===== src/rtl/tree_walker.sv =====
// tree_walker: walks the message-hierarchy tree one OPEN/CLOSE command
// at a time, scanning the tree table and node ROM to resolve each child.
module tree_walker #(
    parameter int NUM_MSG_HIERARCHY   = 4,
    parameter int MAX_NODES_PER_LEVEL = 8,
    parameter int ADDR_W              = 8,
    parameter int ID_W                = 16,
    localparam int LVL_W  = (NUM_MSG_HIERARCHY > 1) ?
                            $clog2(NUM_MSG_HIERARCHY) : 1,
    localparam int SLOT_W = (MAX_NODES_PER_LEVEL > 1) ?
                            $clog2(MAX_NODES_PER_LEVEL) : 1,
    localparam int CL_W   = $clog2(NUM_MSG_HIERARCHY + 1)
) (
    input  logic              clk,
    input  logic              rst_n,
    input  logic              in_valid,
    output logic              in_ready,
    input  logic              in_close,
    input  logic [ID_W-1:0]   in_id,
    output logic              tbl_rd_en,
    output logic [LVL_W-1:0]  tbl_rd_level,
    output logic [SLOT_W-1:0] tbl_rd_slot,
    input  logic [ADDR_W-1:0] tbl_node_addr,
    input  logic [ADDR_W-1:0] tbl_parent_addr,
    output logic              rom_rd_en,
    output logic [ADDR_W-1:0] rom_rd_addr,
    input  logic [ID_W-1:0]   rom_id,
    output logic              out_valid,
    input  logic              out_ready,
    output logic [ADDR_W-1:0] out_node_addr,
    output logic [CL_W-1:0]   out_level,
    output logic [1:0]        out_err,
    output logic [CL_W-1:0]   cur_level,
    output logic [ADDR_W-1:0] cur_node
);

    localparam logic [1:0] E_OK   = 2'd0;
    localparam logic [1:0] E_MISS = 2'd1;
    localparam logic [1:0] E_OVF  = 2'd2;
    localparam logic [1:0] E_UDF  = 2'd3;

    localparam logic [CL_W-1:0]   LVL_MAX   = CL_W'(NUM_MSG_HIERARCHY);
    localparam logic [SLOT_W-1:0] SLOT_LAST = SLOT_W'(MAX_NODES_PER_LEVEL - 1);

    typedef enum logic [2:0] {
        S_IDLE,
        S_SCAN,
        S_TCHK,
        S_RCHK,
        S_RESP
    } state_t;

    state_t              r_state;
    state_t              w_next;
    logic [CL_W-1:0]     r_lvl;
    logic [ADDR_W-1:0]   r_path [NUM_MSG_HIERARCHY];
    logic [SLOT_W-1:0]   r_k;
    logic [ID_W-1:0]     r_id;
    logic [ADDR_W-1:0]   r_addr;
    logic [LVL_W-1:0]    r_tbl_lvl;
    logic [SLOT_W-1:0]   r_tbl_slot;
    logic [ADDR_W-1:0]   r_out_node;
    logic [CL_W-1:0]     r_out_lvl;
    logic [1:0]          r_out_err;

    logic [LVL_W-1:0]    w_lvl_idx;
    logic [LVL_W-1:0]    w_lvl_m1;
    logic [LVL_W-1:0]    w_lvl_m2;
    logic [ADDR_W-1:0]   w_cur_node;
    logic                w_pm;
    logic                w_hit;
    logic                w_last;
    logic                w_start;
    logic                w_adv;
    logic                w_rom_go;
    logic                w_desc;
    logic                w_rewind;
    logic                w_fail;
    logic [1:0]          w_err;

    assign w_lvl_idx  = LVL_W'(r_lvl);
    assign w_lvl_m1   = LVL_W'(r_lvl - 1'b1);
    assign w_lvl_m2   = LVL_W'(r_lvl - 2'd2);
    assign w_cur_node = (r_lvl == '0) ? '0 : r_path[w_lvl_m1];

    // A slot is a candidate only if it is occupied and hangs off the current node
    assign w_pm   = (tbl_node_addr != '0) && (tbl_parent_addr == w_cur_node);
    assign w_hit  = (rom_id == r_id);
    assign w_last = (r_k == SLOT_LAST);

    always_comb begin
        w_next   = r_state;
        w_start  = 1'b0;
        w_adv    = 1'b0;
        w_rom_go = 1'b0;
        w_desc   = 1'b0;
        w_rewind = 1'b0;
        w_fail   = 1'b0;
        w_err    = E_OK;
        unique case (r_state)
            S_IDLE: begin
                if (in_valid) begin
                    if (!in_close && (r_lvl < LVL_MAX)) begin
                        w_start = 1'b1;
                        w_next  = S_SCAN;
                    end else begin
                        w_next = S_RESP;
                        if (!in_close) begin
                            w_fail = 1'b1;
                            w_err  = E_OVF;
                        end else if (r_lvl == '0) begin
                            w_fail = 1'b1;
                            w_err  = E_UDF;
                        end else begin
                            w_rewind = 1'b1;
                        end
                    end
                end
            end
            S_SCAN: begin
                w_next = S_TCHK;
            end
            S_TCHK: begin
                if (w_pm) begin
                    w_rom_go = 1'b1;
                    w_next   = S_RCHK;
                end else if (w_last) begin
                    w_fail = 1'b1;
                    w_err  = E_MISS;
                    w_next = S_RESP;
                end else begin
                    w_adv  = 1'b1;
                    w_next = S_SCAN;
                end
            end
            S_RCHK: begin
                if (w_hit) begin
                    w_desc = 1'b1;
                    w_next = S_RESP;
                end else if (w_last) begin
                    w_fail = 1'b1;
                    w_err  = E_MISS;
                    w_next = S_RESP;
                end else begin
                    w_adv  = 1'b1;
                    w_next = S_SCAN;
                end
            end
            S_RESP: begin
                if (out_ready) begin
                    w_next = S_IDLE;
                end
            end
            default: begin
                w_next = S_IDLE;
            end
        endcase
    end

    always_ff @(posedge clk) begin
        if (!rst_n) begin
            r_state    <= S_IDLE;
            r_lvl      <= '0;
            r_k        <= '0;
            r_id       <= '0;
            r_addr     <= '0;
            r_tbl_lvl  <= '0;
            r_tbl_slot <= '0;
            r_out_node <= '0;
            r_out_lvl  <= '0;
            r_out_err  <= E_OK;
            for (int i = 0; i < NUM_MSG_HIERARCHY; i++) begin
                r_path[i] <= '0;
            end
        end else begin
            r_state <= w_next;
            if (w_start) begin
                r_id       <= in_id;
                r_k        <= '0;
                r_tbl_lvl  <= w_lvl_idx;
                r_tbl_slot <= '0;
            end
            if (w_adv) begin
                r_k        <= r_k + 1'b1;
                r_tbl_slot <= r_k + 1'b1;
            end
            if (w_rom_go) begin
                r_addr <= tbl_node_addr;
            end
            if (w_desc) begin
                r_path[w_lvl_idx] <= r_addr;
                r_lvl      <= r_lvl + 1'b1;
                r_out_node <= r_addr;
                r_out_lvl  <= r_lvl + 1'b1;
                r_out_err  <= E_OK;
            end
            if (w_rewind) begin
                r_lvl      <= r_lvl - 1'b1;
                r_out_node <= (r_lvl == CL_W'(1)) ? '0 : r_path[w_lvl_m2];
                r_out_lvl  <= r_lvl - 1'b1;
                r_out_err  <= E_OK;
            end
            if (w_fail) begin
                r_out_node <= '0;
                r_out_lvl  <= r_lvl;
                r_out_err  <= w_err;
            end
        end
    end

    // ROM address is forwarded straight from the table data in the check cycle
    assign in_ready      = rst_n && (r_state == S_IDLE);
    assign tbl_rd_en     = (r_state == S_SCAN);
    assign tbl_rd_level  = r_tbl_lvl;
    assign tbl_rd_slot   = r_tbl_slot;
    assign rom_rd_en     = w_rom_go;
    assign rom_rd_addr   = w_rom_go ? tbl_node_addr : r_addr;
    assign out_valid     = (r_state == S_RESP);
    assign out_node_addr = r_out_node;
    assign out_level     = r_out_lvl;
    assign out_err       = r_out_err;
    assign cur_level     = r_lvl;
    assign cur_node      = w_cur_node;

endmodule

===== config.mk =====
export PLATFORM = sky130hd
export DESIGN_NAME = tree_walker
export DESIGN_NICKNAME = d
export VERILOG_FILES = /design/src/rtl/tree_walker.sv
export SDC_FILE = /design/constraint.sdc
export NUM_CORES = 1
export LEC_CHECK = 0
export CORE_ASPECT_RATIO = 0.75
export CORE_UTILIZATION = 35
export DETAILED_ROUTE_END_ITERATION = 16
export MAX_ROUTING_LAYER = met4
export SLEW_MARGIN = 25
export SYNTH_ARGS = -nofsm -noshare
export SYNTH_HDL_FRONTEND = slang
export SYNTH_SLANG_ARGS = --single-unit

===== constraint.sdc =====
create_clock -name clk -period 4.9 [get_ports clk]
set_input_delay 0.98 -clock clk [delete_from_list [all_inputs] [get_ports clk]]
set_output_delay 0.98 -clock clk [all_outputs]
set_load 0.01 [all_outputs]

# Word-level counts from Yosys, hierarchy flattened
# Memories as Yosys holds them, arrays and structs flattened.
# Cells that the tools add are included.
# totals
memories	1
word_cells	98
ramBits	32
in_bits	53
register_bits	48
# op_classes
order_cmp	1
mux	59
reduce_logical	13
addsub	4
n_bitwise	1
eq_ne	10
# memory_table
memory	depth	width	read_ports	rd_clocked_by_memory_dff	wr	line	source
r_path	4	8	2	0	4	56	logic [ADDR_W-1:0] r_path [NUM_MSG_HIERARCHY];
# ops
cell	n
2-to-1 mux 8 bit	6
2-to-1 mux 3 bit	11
2-to-1 mux 1 bit	30
equality test 16 bit	1
2-to-1 mux 2 bit	8
case mux 3 bit (5 select lines)	1
equality test 8 bit	1
nonzero test 8 bit	1
OR reduction 8 bit	1
adder 3 x 1 -> 3 bit (second input constant)	2
equality test 3 x 1 -> 1 bit (second input constant)	2
equality test 3 x 2 -> 1 bit (second input constant)	2
equality test 3 bit (second input constant)	2
zero test 3 bit	2
case mux 2 bit (3 select lines)	1
nonzero test 2 bit	2
logical AND 1 bit	3
less-than comparator 3 bit (second input constant)	1
case mux 1 bit (3 select lines)	1
nonzero test 3 bit	1
subtractor 3 x 1 -> 3 bit (second input constant)	1
inequality test 2 x 1 -> 1 bit (second input constant)	1
inequality test 2 bit (second input constant)	1
case mux 1 bit (2 select lines)	1
other kinds (5)	5

# Logic depth before layout (Yosys ltp)
# Gate-level depths: netlist of the first run.
# logic_depth
word_depth	8
depth_mapped	13
mapped_depth_nobuf	9

# Worst setup path after synthesis of the first run
# OpenSTA, ideal clock, no wires.
# synth_path
kind	reg2out
from	reg r_lvl[0], in the netlist cur_level[0]
to	out rom_rd_addr[0]
path_slack_ns	0.571
path_buffers	4
arrival_time_ns	3.349
stages_incl_launch_ff	13
cell_sequence	dfxtp_1 > buf_2 > inv_1 > buf_2 > ha_1 > buf_4 > mux2_2 > nand3_1 > a21oi_1 > or4_1 > clkbuf_1 > nor4b_4 > mux2_2
# synth_between
elab_chain_cells	8
word_cells_on_any_way	9
classes_between	add/sub (1); eq/ne (1); mux (4); reduce/logical (2); memory (1)
# synth_lines
element	line	source
start, declared	55	logic [CL_W-1:0] r_lvl;
start signal, assigned	192	r_lvl <= r_lvl + 1'b1;
start signal, assigned	198	r_lvl <= r_lvl - 1'b1;
subtractor 3 x 1 -> 3 bit	-	
memory (4 x 8 bit)	-	
2-to-1 mux 8 bit (*)	84	assign w_cur_node = (r_lvl == '0) ? '0 : r_path[w_lvl_m1];
equality test 8 bit (*)	87	assign w_pm = (tbl_node_addr != '0) && (tbl_parent_addr == w_cur_node);
logical AND 1 bit (*)	87	
2-to-1 mux 1 bit (*)	124	if (w_pm) begin
2-to-1 mux 1 bit (*)	100	unique case (r_state)
2-to-1 mux 8 bit (*)	-	
end, declared	26	output logic [ADDR_W-1:0] rom_rd_addr,
# Mark *: on every way between the ends. The rest lies on a longest branch, timed or not.

# Final worst setup path of the first run
# layout_path
from	reg r_lvl[1], in the netlist cur_level[1]
to	out rom_rd_addr[4]
# Same word-level chain as after synthesis.

==> results.ini, run 1 <==
[outcome]
status = finished clean

[cts]
cts-root-buf = clkbuf_16
cts_sinks = 80
cts_buffers = 9
holdBufCountCts = 0
post_cts_buffers = 0
ctsHtreeMaxLevel = 3
cts_resized = 3
path_clk_slew_ns = 0.06
clk_latency_ns = 0.35
cts_tree = built
cts_buffer_depth = 2

[worst_setup_path]
cp-start-kind = flip-flop
r2r_setup_slack_ns = 1.53
reg2reg_depth = 11
worstPathRequired_ns = 3.92
cp-end-kind = output pin
reg2reg_from = cur_level[1]
crit_type = flip-flop to output pin
arrival_ns = 3.73
r2r_end = tbl_rd_slot[1]
cp_max_fo = 9

[synth]
synth_top_area_share_pct = 22.1
synth.distinct_cells = 56
avgSynthCellArea_um2 = 10.1
yosys_register_bits = 80
synth_common_cells = nand2_1 (55), dfxtp_1 (48), and2_1 (34)
synth_nets = 492
synthFlopType = dfxtp_1
synthCells = 433
synth-edff-count = 32
yosys-top-cells-area = dfxtp_1 (22%), edfxtp_1 (22%), mux4_2 (6.2%)
yosysTopAreaCell = dfxtp_1
netlist_area_mm2 = 0.00435
yosysWarnings = 0
synthArstFlopShare_pct = 0
yosysMostFrequentCell = nand2_1
yosysSeqAreaShare_pct = 44.2

[place]
placed_cell_area_mm2 = 0.00551
place.gp.congestion = 0.880
dp_hpwl_um = 8930
io_buffer_count = 93

[finish]
final_area_mm2 = 0.00583
fin_nets = 587
syn_to_final_growth_pct = 33.9
final_layout_size_suffix_gt1_share_pct = 13.5
antenna_cells = 0
fillers = 1099

[timing]
relSlewSlack_pct = 36.9
layout_min_cycle_time_ns = 4.71
rsz0062_at_grt = false
tightest_slew_ns = 0.934
slew_violations = 0
fin_crit_sh_pct = 96.1
fmax_mhz = 212
fin_skew_ns = 0.00950
hold_violations = 0
tns_ns = 0
finalSetupViolCount = 0

[grt]
grt_pass1_wl_um = 18700
grt_use_total_pct = 20.1
grt_pass1_vias = 3486
antenna_found_initial = 0
grt-ovfl-total = 0
grt_max_degree = 38

[routing]
ant_nets = 0
drc = 0
avgRoutedWirePerCell_um = 17.3
dr.first_iter.drc_count = 221
vias_per_cell = 5.33
vias = 3704
first_pass_iters = 5
routed_wl_um = 12000

[hold_path]
hold_end = tbl_rd_level[1]
hp-start = tbl_rd_level[1]
hp-class = flip-flop to flip-flop
hold_depth = 2

[power]
ir_worst_vdd_v = 0.000171
p_leak_uw = 0.00215
power_density_mw_per_mm2 = 264

[floorplanning]
pin_count = 94
die_w_um = 131
core_area_mm2 = 0.0119
dieArea_mm2 = 0.0129
rows = 34
chipHeight_um = 98.6
start_util_pct = 36.7

[flow_run]
maxCapViolCount = 0

[flip-flops by register name, indices dropped and copies added (netlist names)]
signal	flops
r_path	32
r_id	16
out_node_addr	8
r_addr	8
cur_level	3
out_level	3
r_state	3
tbl_rd_slot	3
out_err	2
tbl_rd_level	2
[worst max-delay path by stage]
stage                            start        endpoint  cells after the start
CTS                       cur_level[1]  rom_rd_addr[1]                     12
detailed placement        cur_level[1]  rom_rd_addr[1]                     11
floorplan                 cur_level[0]  rom_rd_addr[0]                     12
global placement    tbl_parent_addr[6]  rom_rd_addr[0]                      7
global route              cur_level[1]  rom_rd_addr[2]                     12
finish                    cur_level[1]  rom_rd_addr[4]                     12
[cell usage in the layout (no fill, tap or decap), types with 3 or more instances in the layout]
master           instances
a21oi_1                 31
a2bb2oi_1                9
a31oi_1                  3
and2_1                  34
and3_1                  14
buf_4                   16
clkbuf_16                9
clkdlybuf4s50_1         93
dfxtp_1                 48
edfxtp_1                32
ha_1                     5
inv_1                   12
mux2_2                  16
mux2i_1                 15
mux4_2                  12
nand2_1                 55
nand3_1                 16
nor2_1                   8
nor3_1                  21
nor4_1                   6
o21ai_0                  3
o41ai_1                  4
or2_2                    4
xor2_1                  16
[where the power goes]
group	total, uW	internal [uW]	switching (uW)
Combinational	147	78.0	69.5
Sequential	728	711	16.7
Clock	667	394	272
[area by class of cell]
class / count / area [um2] / area share [%]
Timing Repair Buffer: 110 / 1060 / 18.2
Multi-Input combinational cell: 314 / 2310 / 39.6
Clock buffer: 11 / 233 / 3.99
Clock inverter: 5 / 55.1 / 0.944
Sequential cell: 80 / 1920 / 33.0
Inverter: 13 / 48.8 / 0.837
Tap cell: 162 / 203 / 3.48
[cells by family after synthesis]
group                      share of synthesized area, %
AOI/OAI and AO/OA                                  12.0
xor gates and xnor gates                           3.42
adders and majority gates                          1.72
buffers and inverters                              3.62
DFF                                                44.2
muxes                                              13.8
and+or+nand+nor                                    21.2
[layer usage]
| metal | up-vias | wire length, um | global-route usage (%) |
|---|---|---|---|
| li1 | 1785 | - | - |
| met1 | 1784 | 5880 | 28.2 |
| met2 | 123 | 5150 | 28.2 |
| met3 | 12 | 869 | 5.48 |
| met4 | 0 | 125 | 5.39 |
| met5 | - | 0 | - |
[metrics by stage]
step	setup slack, ns	utilization [%]	cells	power [uW]	hold WS [ns]
after floorplan	0.571	-	433	809	0.448
after global placement	0.321	46.4	679	885	0.446
after detailed placement	0.270	46.4	679	888	0.456
after CTS	0.0777	48.9	695	1550	0.471
after global routing	0.0111	49.1	695	1600	0.489
final	0.191	49.1	695	1540	0.469
[worst max-delay path, cell delays in order, from the launching register on]
cell and delay, ns:
dfxtp_1 0.32, inv_1 0.12, ha_4 0.36, buf_4 0.17
buf_4 0.20, mux4_2 0.31, a22o_1 0.24, nand2_1 0.10
o2111ai_4 0.20, nor4b_4 0.32, buf_6 0.20, mux2_2 0.35
clkdlybuf4s50_1 0.48
(Power assumes the default switching activity.)
==> run 2: changes to the inputs <==
DONT_BUFFER_PORTS = 1   (was not set)
==> results.ini, run 2 (synthesis gave the netlist of run 1 again) <==
[worst_setup_path]
slowest_stage = or4_1
r2r_setup_slack_ns = 1.21  ; -0.32 ns
critPathMostFrequentCell = mux2_2
cp-start-kind = flip-flop
path_depth = 10  ; -2
reg2reg_depth = 10  ; -1
cp-end-kind = output pin
path_buf_inv = 3  ; -2
crit_type = flip-flop to output pin
arrival_ns = 3.67  ; -0.06 ns
crit_chain = inv_1 > ha_2 > buf_4 > mux2_2 > nand3_1 > a21oi_1 > or4_1 > nor4b_4 > buf_12 > mux2_2
path_delay_family = simple AND/OR/NAND/NOR gates
cp_max_fo = 12  ; +3
critical_path.max_stage_delay_ns = 0.64  ; +0.16 ns
worstPathRequired_ns = 3.92  ; about the same

[cts]
cts_buffers = 9  ; unchanged
ctsHtreeMaxLevel = 3  ; unchanged
clk_latency_ns = 0.34  ; about the same
cts_tree = built
cts_sinks = 80  ; unchanged
cts_buffer_depth = 2  ; unchanged
cts-root-buf = clkbuf_16
holdBufCountCts = 0  ; unchanged
path_clk_slew_ns = 0.06  ; about the same

[power]
p_clk_share_pct = 47.5  ; +4.3 points
seqPwrFrac_pct = 47.0  ; -0.2 points
power_switching_uw = 359  ; +0.16%
p_leak_uw = 0.00182  ; -16%
internal_power_uw = 1200  ; +1.1%
switching_share_pct = 23.1  ; -0.17 points
ir_worst_vdd_v = 0.000189  ; +11%
power_density_mw_per_mm2 = 317  ; +20%
combPwrFrac_pct = 5.5  ; -4.1 points

[grt]
grt.busiest_layer = met1
grt-ovfl-total = 0  ; unchanged
grt_use_total_pct = 19.8  ; -0.28 points
antenna_found_initial = 0  ; unchanged
grt_max_degree = 38  ; unchanged
grtUsageMet1_pct = 27.9  ; -0.31 points
grtUsageMet3_pct = 5.65  ; +0.16 points
grt_pass1_vias = 3197  ; -8.3%
grt_pass1_wl_um = 18300  ; -2.3%
use_met2_pct = 27.4  ; -0.81 points

[finish]
ff_latch_area_mm2 = 0.00192  ; unchanged
largest_reg_flops = 32  ; unchanged
fillers = 1128  ; +2.6%
fin_nets = 491  ; -16%
multi_input_area_mm2 = 0.00228  ; -1.0%
syn_to_final_growth_pct = 12.6
final_core_util_pct = 41.3  ; -7.8 points
largestRegisters = r_path x32, r_id x16
mostFrequentLayoutCells = nand2_1 (55), dfxtp_1 (48), and2_1 (34), edfxtp_1 (32), a21oi_1 (31)
final_common_cell = nand2_1
top_register = r_path
final_layout_size_suffix_gt1_share_pct = 15.8  ; +2.3 points
antenna_cells = 0  ; unchanged

[floorplanning]
pin_count = 94  ; unchanged
die_w_um = 131  ; unchanged
core_area_mm2 = 0.0119  ; unchanged
chipHeight_um = 98.6  ; unchanged
dieArea_mm2 = 0.0129  ; unchanged
start_util_pct = 36.7  ; unchanged
rows = 34  ; unchanged

[place]
io_buffer_count = 0  ; -100%
place.gp.congestion = 0.834  ; -5.2%
dp_hpwl_um = 8700  ; -2.6%

[routing]
vias_per_cell = 5.64  ; +5.8%
ant_nets = 0  ; unchanged
routed_wl_um = 11900  ; -1.2%
dr.first_iter.drc_count = 324  ; +47%
vias = 3377  ; -8.8%
drc = 0  ; unchanged
avgRoutedWirePerCell_um = 19.8  ; +15%
first_pass_iters = 5  ; unchanged

[timing]
fmax_mhz = 215  ; +1.2%
tns_ns = 0  ; unchanged
slew_violations = 0  ; unchanged
rsz0062_at_grt = false
fin_skew_ns = 0.00782  ; -0.00169 ns
hold_violations = 0  ; unchanged
tightest_slew_ns = 0.983  ; +0.0494 ns
finalSetupViolCount = 0  ; unchanged
layout_min_cycle_time_ns = 4.65  ; -0.0573 ns
fin_crit_sh_pct = 94.9  ; -1.2 points
relSlewSlack_pct = 33.9  ; -3.0 points

[hold_path]
hp-class = flip-flop to flip-flop
hold_depth = 2  ; unchanged

[outcome]
status = finished clean

[flow_run]
maxCapViolCount = 0  ; unchanged

## run 2: cell count changes in the layout (fill, tap and decap cells not counted), sizes merged
cell / previous run / this run
buf: 17 / 14
inv: 14 / 16
clkinvlp: 1 / 0
bufinv: 1 / 2
clkbuf: 11 / 9
clkdlybuf4s50: 93 / 0
## run 2: metal layers
layer  routed length, um  part of all wire (%)
met1                5350                    45
met2                5210                    44
met3                1180                    10
met4                 129                   1.1
met5                   0                     0
## run 2: cell type report
class	instances	area share, %
sequential	80	39.2
clock inverter	7	2.07
timing repair buffer	14	2.40
inverter	13	0.996
clock buffer	9	4.60
tap	162	4.14
multi-input combinational	314	46.6
## run 2: power by group through the flow
stage | combinational (uW) | clock, uW | sequential [uW]
2_1_floorplan | 73.9 | 0 | 735
3_3_place_gp | 83.9 | 0 | 744
3_5_place_dp | 85.8 | 0 | 744
4_1_cts | 86.5 | 755 | 730
5_1_grt | 95.5 | 785 | 733
6_report | 86.2 | 739 | 730
## run 2: path summary, 6_finish.rpt
kind                                       end    startpoint
worst min-delay path                   r_id[2]       r_id[2]
worst max-delay path            rom_rd_addr[3]  cur_level[1]
worst max register to register    out_level[1]  cur_level[1]
worst min register to register         r_id[2]       r_id[2]
## run 2: what timing repair did
action	4_1_cts	5_1_grt
pin swaps	1	0
resized for setup	0	1
buffers inserted	2	0
endpoints found under the setup margin	8	8
## run 2: metrics by stage
step / setup WS, ns / power (uW) / cells / hold slack, ns / area [um2]
finish: 0.248 / 1560 / 599 / 0.467 / 4900
CTS: 0.181 / 1570 / 599 / 0.467 / 4890
detailed placement: 0.260 / 830 / 581 / 0.459 / 4540
global route: 0.0708 / 1610 / 599 / 0.489 / 4900
floorplan: 0.571 / 809 / 433 / 0.448 / 4350
global placement: 0.437 / 828 / 581 / 0.455 / 4540
## run 2: tightest hold or removal path, cell delays in order, from the launching register on
cell	delay, ns
dfxtp_1	0.31
nand2_1	0.05
a21oi_1	0.05
